--- config.mk ---
export PLATFORM = sky130hd
export DESIGN_NAME = mskaes_param_fsm_flat
export DESIGN_NICKNAME = d
export VERILOG_FILES = /design/src/rtl/mskaes_param_fsm_if.sv /design/src/rtl/mskaes_param_fsm.sv /design/src/flat_wrapper.sv
export SDC_FILE = /design/constraint.sdc
export NUM_CORES = 1
export LEC_CHECK = 0
export ABC_AREA = 1
export CORE_UTILIZATION = 30
export CTS_BUF_LIST = sky130_fd_sc_hd__clkbuf_16
export CTS_CLUSTER_SIZE = 14
export DETAILED_ROUTE_END_ITERATION = 7
export GPL_ROUTABILITY_DRIVEN = 0
export PLACE_DENSITY = 0.64
export SYNTH_ARGS = -nofsm -noshare
export SYNTH_HDL_FRONTEND = slang
export SYNTH_SLANG_ARGS = --single-unit
--- constraint.sdc ---
create_clock -name clk -period 1.74 [get_ports clk]
set_input_delay 0.348 -clock clk [delete_from_list [all_inputs] [get_ports clk]]
set_output_delay 0.348 -clock clk [all_outputs]
set_load 0.02 [all_outputs]
--- src/rtl/mskaes_param_fsm_if.sv ---
// Control/handshake bundle between the masked-AES round sequencer and its datapath.
interface mskaes_param_fsm_if;
  logic       valid_in;
  logic       in_ready;
  logic       key_mode;
  logic       busy;
  logic       cipher_valid;
  logic       out_ready;
  logic       in_ready_rnd;
  logic       global_init;
  logic       state_init;
  logic       KH_init;
  logic       state_enable;
  logic       state_en_MC;
  logic       state_en_loop;
  logic       enable_key_add;
  logic       KH_enable;
  logic       KH_loop;
  logic       KH_add_from_sb;
  logic       KH_rot_en;
  logic       rcon_rst;
  logic       rcon_update;
  logic       sbox_valid_in;
  logic       feed_sb_key;
  logic [3:0] round_idx;

  modport master (
    output valid_in, key_mode, out_ready,
    input  in_ready, busy, cipher_valid, in_ready_rnd,
    input  global_init, state_init, KH_init,
    input  state_enable, state_en_MC, state_en_loop, enable_key_add,
    input  KH_enable, KH_loop, KH_add_from_sb, KH_rot_en,
    input  rcon_rst, rcon_update, sbox_valid_in, feed_sb_key, round_idx
  );

  modport slave (
    input  valid_in, key_mode, out_ready,
    output in_ready, busy, cipher_valid, in_ready_rnd,
    output global_init, state_init, KH_init,
    output state_enable, state_en_MC, state_en_loop, enable_key_add,
    output KH_enable, KH_loop, KH_add_from_sb, KH_rot_en,
    output rcon_rst, rcon_update, sbox_valid_in, feed_sb_key, round_idx
  );
endinterface

--- src/rtl/mskaes_param_fsm.sv ---
// Round sequencer for a masked AES core with NSB Sboxes per cycle and SB_LAT-cycle Sbox latency.
module mskaes_param_fsm #(
  parameter int unsigned NSB    = 4,
  parameter int unsigned SB_LAT = 4
) (
  input logic              clk,
  input logic              rst,
  mskaes_param_fsm_if.slave bus
);

  localparam int unsigned KC = 4 / NSB;
  localparam int unsigned SC = 16 / NSB;
  localparam int unsigned L  = KC + SC + SB_LAT;

  localparam logic [5:0] KC_C      = 6'(KC);
  localparam logic [5:0] SBOX_END  = 6'(KC + SC);
  localparam logic [5:0] RND_END   = 6'(KC + SC - 1);
  localparam logic [5:0] KH_START  = 6'(SB_LAT);
  localparam logic [5:0] KH_END    = 6'(SB_LAT + KC);
  localparam logic [5:0] ST_START  = 6'(KC + SB_LAT);
  localparam logic [5:0] LAST_CNT  = 6'(L - 1);

  generate
    if (!((NSB == 1) || (NSB == 2) || (NSB == 4)) || (SB_LAT < 1) || (SB_LAT > 15)) begin : g_bad_param
      $error("mskaes_param_fsm: illegal NSB/SB_LAT");
    end
  endgenerate

  typedef enum logic [1:0] {IDLE, LOAD, ROUND, DONE} state_t;

  state_t     state, state_nx;
  logic [5:0] cnt, cnt_nx;
  logic [3:0] rnd, rnd_nx;
  logic       mode_r, mode_nx;

  logic [3:0] nr;
  logic       last_cnt, last_rnd, rot, st_win, kh_win;

  assign nr       = mode_r ? 4'd14 : 4'd10;
  assign last_cnt = (cnt == LAST_CNT);
  assign last_rnd = (rnd == nr);
  // AES-256 only rotates/applies rcon on every other round key word.
  assign rot      = !mode_r || rnd[0];
  assign st_win   = (cnt >= ST_START);
  assign kh_win   = (cnt >= KH_START) && (cnt < KH_END);

  always_ff @(posedge clk or posedge rst) begin
    if (rst) begin
      state  <= IDLE;
      cnt    <= '0;
      rnd    <= '0;
      mode_r <= 1'b0;
    end else begin
      state  <= state_nx;
      cnt    <= cnt_nx;
      rnd    <= rnd_nx;
      mode_r <= mode_nx;
    end
  end

  always_comb begin
    state_nx = state;
    cnt_nx   = cnt;
    rnd_nx   = rnd;
    mode_nx  = mode_r;

    bus.in_ready       = 1'b0;
    bus.busy           = 1'b0;
    bus.cipher_valid   = 1'b0;
    bus.in_ready_rnd   = 1'b0;
    bus.global_init    = 1'b0;
    bus.state_init     = 1'b0;
    bus.KH_init        = 1'b0;
    bus.state_enable   = 1'b0;
    bus.state_en_MC    = 1'b0;
    bus.state_en_loop  = 1'b0;
    bus.enable_key_add = 1'b0;
    bus.KH_enable      = 1'b0;
    bus.KH_loop        = 1'b0;
    bus.KH_add_from_sb = 1'b0;
    bus.KH_rot_en      = 1'b0;
    bus.rcon_rst       = 1'b0;
    bus.rcon_update    = 1'b0;
    bus.sbox_valid_in  = 1'b0;
    bus.feed_sb_key    = 1'b0;
    bus.round_idx      = '0;

    case (state)
      IDLE: begin
        bus.in_ready = 1'b1;
        if (bus.valid_in) begin
          state_nx = LOAD;
          mode_nx  = bus.key_mode;
          cnt_nx   = '0;
          rnd_nx   = '0;
        end
      end
      LOAD: begin
        bus.busy           = 1'b1;
        bus.global_init    = 1'b1;
        bus.state_init     = 1'b1;
        bus.KH_init        = 1'b1;
        bus.enable_key_add = 1'b1;
        bus.rcon_rst       = 1'b1;
        bus.in_ready_rnd   = 1'b1;
        state_nx = ROUND;
        rnd_nx   = 4'd1;
        cnt_nx   = '0;
      end
      ROUND: begin
        bus.busy           = 1'b1;
        bus.round_idx      = rnd;
        bus.sbox_valid_in  = (cnt < SBOX_END);
        bus.feed_sb_key    = (cnt < KC_C);
        bus.KH_add_from_sb = kh_win;
        bus.KH_enable      = kh_win;
        bus.KH_loop        = kh_win;
        bus.state_enable   = st_win;
        bus.state_en_loop  = st_win;
        bus.enable_key_add = st_win;
        bus.state_en_MC    = st_win && !last_rnd;
        bus.KH_rot_en      = rot;
        bus.rcon_update    = last_cnt && rot;
        // Randomness is requested one cycle ahead of the Sbox issue window.
        bus.in_ready_rnd   = (cnt < RND_END) || (last_cnt && !last_rnd);
        if (last_cnt) begin
          cnt_nx = '0;
          if (last_rnd) begin
            state_nx = DONE;
            rnd_nx   = '0;
          end else begin
            rnd_nx = rnd + 4'd1;
          end
        end else begin
          cnt_nx = cnt + 6'd1;
        end
      end
      DONE: begin
        bus.busy         = 1'b1;
        bus.cipher_valid = 1'b1;
        if (bus.out_ready) state_nx = IDLE;
      end
      default: state_nx = IDLE;
    endcase
  end

endmodule

--- src/flat_wrapper.sv ---
// flat-port wrapper written by rule: the top's interface ports become plain ports
module mskaes_param_fsm_flat 
#(
  parameter int unsigned NSB    = 4,
  parameter int unsigned SB_LAT = 4
)
  (clk, rst, bus_valid_in, bus_key_mode, bus_out_ready, bus_in_ready, bus_busy, bus_cipher_valid, bus_in_ready_rnd, bus_global_init, bus_state_init, bus_KH_init, bus_state_enable, bus_state_en_MC, bus_state_en_loop, bus_enable_key_add, bus_KH_enable, bus_KH_loop, bus_KH_add_from_sb, bus_KH_rot_en, bus_rcon_rst, bus_rcon_update, bus_sbox_valid_in, bus_feed_sb_key, bus_round_idx);
  mskaes_param_fsm_if bus_i ();
  input logic clk;
  input logic rst;
  input wire logic [$bits(bus_i.valid_in)-1:0] bus_valid_in;
  input wire logic [$bits(bus_i.key_mode)-1:0] bus_key_mode;
  input wire logic [$bits(bus_i.out_ready)-1:0] bus_out_ready;
  output wire logic [$bits(bus_i.in_ready)-1:0] bus_in_ready;
  output wire logic [$bits(bus_i.busy)-1:0] bus_busy;
  output wire logic [$bits(bus_i.cipher_valid)-1:0] bus_cipher_valid;
  output wire logic [$bits(bus_i.in_ready_rnd)-1:0] bus_in_ready_rnd;
  output wire logic [$bits(bus_i.global_init)-1:0] bus_global_init;
  output wire logic [$bits(bus_i.state_init)-1:0] bus_state_init;
  output wire logic [$bits(bus_i.KH_init)-1:0] bus_KH_init;
  output wire logic [$bits(bus_i.state_enable)-1:0] bus_state_enable;
  output wire logic [$bits(bus_i.state_en_MC)-1:0] bus_state_en_MC;
  output wire logic [$bits(bus_i.state_en_loop)-1:0] bus_state_en_loop;
  output wire logic [$bits(bus_i.enable_key_add)-1:0] bus_enable_key_add;
  output wire logic [$bits(bus_i.KH_enable)-1:0] bus_KH_enable;
  output wire logic [$bits(bus_i.KH_loop)-1:0] bus_KH_loop;
  output wire logic [$bits(bus_i.KH_add_from_sb)-1:0] bus_KH_add_from_sb;
  output wire logic [$bits(bus_i.KH_rot_en)-1:0] bus_KH_rot_en;
  output wire logic [$bits(bus_i.rcon_rst)-1:0] bus_rcon_rst;
  output wire logic [$bits(bus_i.rcon_update)-1:0] bus_rcon_update;
  output wire logic [$bits(bus_i.sbox_valid_in)-1:0] bus_sbox_valid_in;
  output wire logic [$bits(bus_i.feed_sb_key)-1:0] bus_feed_sb_key;
  output wire logic [$bits(bus_i.round_idx)-1:0] bus_round_idx;
  assign bus_i.valid_in = bus_valid_in;
  assign bus_i.key_mode = bus_key_mode;
  assign bus_i.out_ready = bus_out_ready;
  assign bus_in_ready = bus_i.in_ready;
  assign bus_busy = bus_i.busy;
  assign bus_cipher_valid = bus_i.cipher_valid;
  assign bus_in_ready_rnd = bus_i.in_ready_rnd;
  assign bus_global_init = bus_i.global_init;
  assign bus_state_init = bus_i.state_init;
  assign bus_KH_init = bus_i.KH_init;
  assign bus_state_enable = bus_i.state_enable;
  assign bus_state_en_MC = bus_i.state_en_MC;
  assign bus_state_en_loop = bus_i.state_en_loop;
  assign bus_enable_key_add = bus_i.enable_key_add;
  assign bus_KH_enable = bus_i.KH_enable;
  assign bus_KH_loop = bus_i.KH_loop;
  assign bus_KH_add_from_sb = bus_i.KH_add_from_sb;
  assign bus_KH_rot_en = bus_i.KH_rot_en;
  assign bus_rcon_rst = bus_i.rcon_rst;
  assign bus_rcon_update = bus_i.rcon_update;
  assign bus_sbox_valid_in = bus_i.sbox_valid_in;
  assign bus_feed_sb_key = bus_i.feed_sb_key;
  assign bus_round_idx = bus_i.round_idx;
  mskaes_param_fsm #(.NSB(NSB), .SB_LAT(SB_LAT)) u_core (.clk(clk), .rst(rst), .bus(bus_i));
endmodule
# == After elaboration in Yosys (flattened, before gate mapping) ==
# Cells that the tools add are included.
# op_classes
n_eq_ne,9
muxes,27
add_sub_neg,2
reduce_logical,15
order_cmp,5
# ops
cell,n
6-bit case mux with 3 select lines,1
4-bit 2-to-1 mux,4
6-bit by 3-bit greater-or-equal comparator with 1-bit output (second input constant),2
6-bit by 3-bit < comparator with 1-bit output (second input constant),2
6-bit 2-to-1 mux,2
4-bit case mux with 3 select lines,1
1-bit 2-to-1 mux,11
2-bit 2-to-1 mux,4
2-bit case mux with 4 select lines,1
6-bit by 1-bit adder with 6-bit output (second input constant),1
6-bit by 4-bit equality test with 1-bit output (second input constant),1
6-bit by 1-bit < comparator with 1-bit output (second input constant),1
4-bit by 1-bit adder with 4-bit output (second input constant),1
2-bit equality test (second input constant),2
4-bit equality test,1
1-bit logical AND,4
2-bit by 1-bit inequality test with 1-bit output (second input constant),2
2-bit inequality test (second input constant),2
1-bit case mux with 2 select lines,2
2-bit AND reduction,2
4-bit AND reduction,1
3-bit 2-to-1 mux,1
3-bit AND reduction,1
3-bit nonzero test,1
5 further kinds,7
# word_totals
out_inout_bits,23
register_bits,13
elab_cells,62

# == Logic depth before layout (Yosys ltp) ==
# logic_depth
word_depth,6
mapped_depth,9
ltp_nobuf,9

# == Worst setup path before layout ==
# OpenSTA, ideal clock, no wires.
# synth_timing
path_type,register to output
start,register u_core.state[0]
end,output bus_KH_enable
stages_incl_launch_ff,8
arrival_time_ps,1911
path_buffers,3
setup_slack_ps,-519
cell_sequence,dfrtp_1 inv_1 ha_1 buf_4 buf_2 inv_1 nor3_1 buf_4
# synth_between
elab_chain_cells,2
# synth_rtl
item,line_no,rtl
"start, declared",mskaes_param_fsm.sv:31,"state_t state, state_nx;"
"start signal, assigned",mskaes_param_fsm.sv:54,state <= state_nx;
2-bit equality test,-,
1-bit 2-to-1 mux,-,
"end, declared",flat_wrapper.sv:25,output wire logic [$bits(bus_i.KH_enable)-1:0] bus_KH_enable;
# No other way between the ends.

# == Worst setup path in the final report ==
# layout_timing
start,register u_core.cnt[0]
end,output bus_enable_key_add
# layout_between
elab_chain_cells,2
# layout_rtl
item,line_no,rtl
"start, declared",mskaes_param_fsm.sv:32,"logic [5:0] cnt, cnt_nx;"
"start signal, assigned",mskaes_param_fsm.sv:55,cnt <= cnt_nx;
6-bit by 3-bit greater-or-equal comparator with 1-bit output,mskaes_param_fsm.sv:44,assign st_win = (cnt >= ST_START);
1-bit case mux with 2 select lines,mskaes_param_fsm.sv:88,case (state)
"end, declared",flat_wrapper.sv:24,output wire logic [$bits(bus_i.enable_key_add)-1:0] bus_enable_key_add;
# No other way between the ends.

==> results.toml <==
[critical_path]
r2r_start = "u_core.cnt[1]"
cp_slowest_cell = "dfrtp_1"
cpPeakStageDelay_ns = 0.37
crit_path_cell_trace = "inv_2, ha_4, inv_4, nand2_4, nand3_4, nand2_4, a21oi_2, buf_4"
start_kind = "register"
cpMostUsedCell = "nand2_4"
r2r_slack_ns = 0.17
endpoint_kind = "output pin"
crit_path_start = "u_core.cnt[0]"
cp_data_required_time_ns = 1.39
cp.arrival_ns = 1.43
cp_max_fo = 3
crit_type = "register to output pin"
reg2reg_depth = 10
reg2reg_to = "u_core.cnt[3]"

[synthesis]
ys_seq_area_frac = 0.296
synth-seq-cells = 13
synth_area_leader_cell = "dfrtp_1"
yosys_warnings = 0
synthTopCellsByArea = "dfrtp_1, ha_1, nand2_1, inv_1, buf_4"
synth.distinct_cells = 21
syn-instance-count = 153
netlist_area_um2 = 1100
syn_avg_cell_area_um2 = 7.19
synth_top_area_frac = 0.296
syn-num-nets = 169

[final_layout]
diodes = 0
final_nets = 229
fill_cells = 312
multi_input_area_um2 = 722
ff_latch_area_um2 = 327
finalNonFillerCells = 258
mostFrequentLayoutCells = "buf_4, nand2_1, inv_1, dfrtp_1, buf_2"
drive_above_1_share = 0.481
syn_to_final_growth_pct = 63.9
final_common_cell = "buf_4"

[clock_tree]
ctsHoldBuffers = 0
clkLatencyLatePin_ns = 0.25
clkTransAtPathRegs_ns = 0.05
cts_max_path_buffers = 2
clock_sinks = 13
cts_tree = "done"
cts_made_buffers = 3
cts-root-buf = "clkbuf_16"
cts_max_level = 1

[global_routing]
grt-ovfl-total = 0
grt_max_degree = 14
track_usage = 0.152
grt_pass1_wl_mm = 4.60
grt_pass1_vias = 1035
antenna_found_initial = 0

[timing]
final-hold-violation-count = 0
worst_slew_pin_slew_ns = 0.590
finalMaxSlewViolations = 0
clock.fmax_mhz = 563
finalWorstSetupSlack_ns = -0.0366
rsz0062_at_grt = "true"
holdWs_ns = 0.464
period_needed_ns = 1.78
period_share = 1.02
slew-limit-headroom = 0.607
worst_clock_skew_ns = 0.00466
final-setup-viol-count = 9

[die]
dieArea_um2 = 3910
ios = 28
start_util = 0.322
die_width_um = 62.5
core-area_um2 = 3420
dieHeight_um = 62.5
rows = 21

[run_status]
status = "finished, violations left"
violations = "negative setup slack"

[route]
routed_wl_mm = 2.94
dr.pass1.iters = 4
routed-via-count = 1182
ant_nets = 0
avgRoutedWirePerCell_um = 11.4
via_per_inst = 4.58
drt_iter0_drc = 33
drc = 0

[pwr]
p_leak_nw = 1.00
power.density_nw_per_um2 = 1560
total_power_mw = 2.81
peakVddDrop_uv = 1120

[place]
io_buffers = 27
dp_hpwl_mm = 2.06
placed_cells = 250

[run]
maxCapViolations = 0

[hold_path]
hold_class = "input pin to async pin"
## report_power, final
| part | total [mW] | switching, mW | internal (mW) |
|---|---|---|---|
| Combinational | 1.95 | 1.08 | 0.871 |
| Clock | 0.445 | 0.140 | 0.304 |
| Sequential | 0.414 | 0.0446 | 0.369 |
## cell families (layout without fill, tap and decap cells)
logic type               count (synthesis)  in the layout  share of synthesized area
XOR/XNOR                                 3              3                     0.0239
flip-flops                              13             13                      0.296
AND/OR/NAND/NOR                         74             74                      0.333
buffers and inverters                   41            100                      0.172
adder cells (fa/ha/maj)                 11             11                      0.125
AO/OA/AOI/OAI                           11             11                     0.0501
## worst max-delay path: cells and delay by family, from the launching register on
family	cells	cell delay [ns]
AOI/OAI and AO/OA	1	0.15
adders and majority gates	1	0.17
buffers and inverters	3	0.28
DFF	1	0.37
and+or+nand+nor	3	0.21
## metal layers
metal	wire (um)	global-route usage	vias up
li1	-	-	588
met1	1370	0.189	550
met2	1370	0.251	39
met3	154	0.0274	5
met4	48	0.0698	0
met5	0	0	-
## metrics by stage
stage | utilization | TNS (ns) | area (um^2) | worst slack, ns
6_report | 0.528 | -0.232 | 1800 | -0.0366
5_1_grt | 0.528 | -0.909 | 1800 | -0.0972
4_1_cts | 0.510 | -0.0726 | 1740 | -0.0290
3_5_place_dp | 0.477 | -4.09 | 1630 | -0.319
3_3_place_gp | 0.477 | -3.70 | 1630 | -0.266
2_1_floorplan | - | 0 | 1140 | 0.00347
## registers in the layout, summed over array words and instances, names as in the netlist
register and count:
u_core.cnt 6, u_core.mode_r 1, u_core.rnd 4, u_core.state 2
## cell type report
type                    instances  share of cell area
well taps                      46              0.0319
clock buffers                   3              0.0416
repair buffers                 65               0.276
inverters                      31              0.0673
clock inverters                 1             0.00208
multi-input cells              99               0.400
flip-flops and latches         13               0.181
## how the worst max path moves through the flow
stage                               to  slack, ns  cells past startpoint
detailed placement       bus_KH_enable      -0.32                      7
CTS                 bus_enable_key_add      -0.03                      8
global placement      bus_in_ready_rnd      -0.27                      7
floorplan                bus_KH_enable      0.003                      7
global route             bus_KH_enable       -0.1                      5
finish              bus_enable_key_add      -0.04                      8
## repair_timing
action                                 CTS  global route
setup endpoints to repair               23            15
pin swaps                                2             6
endpoints found under the hold margin    0             0
gates resized for setup                118            13
buffers inserted                         1             3
## cells in the mapped netlist
cell / n
nor2_4: 1
dfrtp_1: 13
or2_2: 1
nor2_2: 3
nand2_1: 34
nor3_1: 4
inv_2: 2
xor2_1: 3
buf_2: 1
inv_1: 29
nor2_1: 9
nand4_1: 7
ha_1: 11
nand2_4: 2
o21ai_0: 5
buf_4: 9
a21oi_1: 4
nand3_2: 1
nand3_4: 1
nand3_1: 11
o21ai_1: 2
Power figures use the tool's default switching activity.
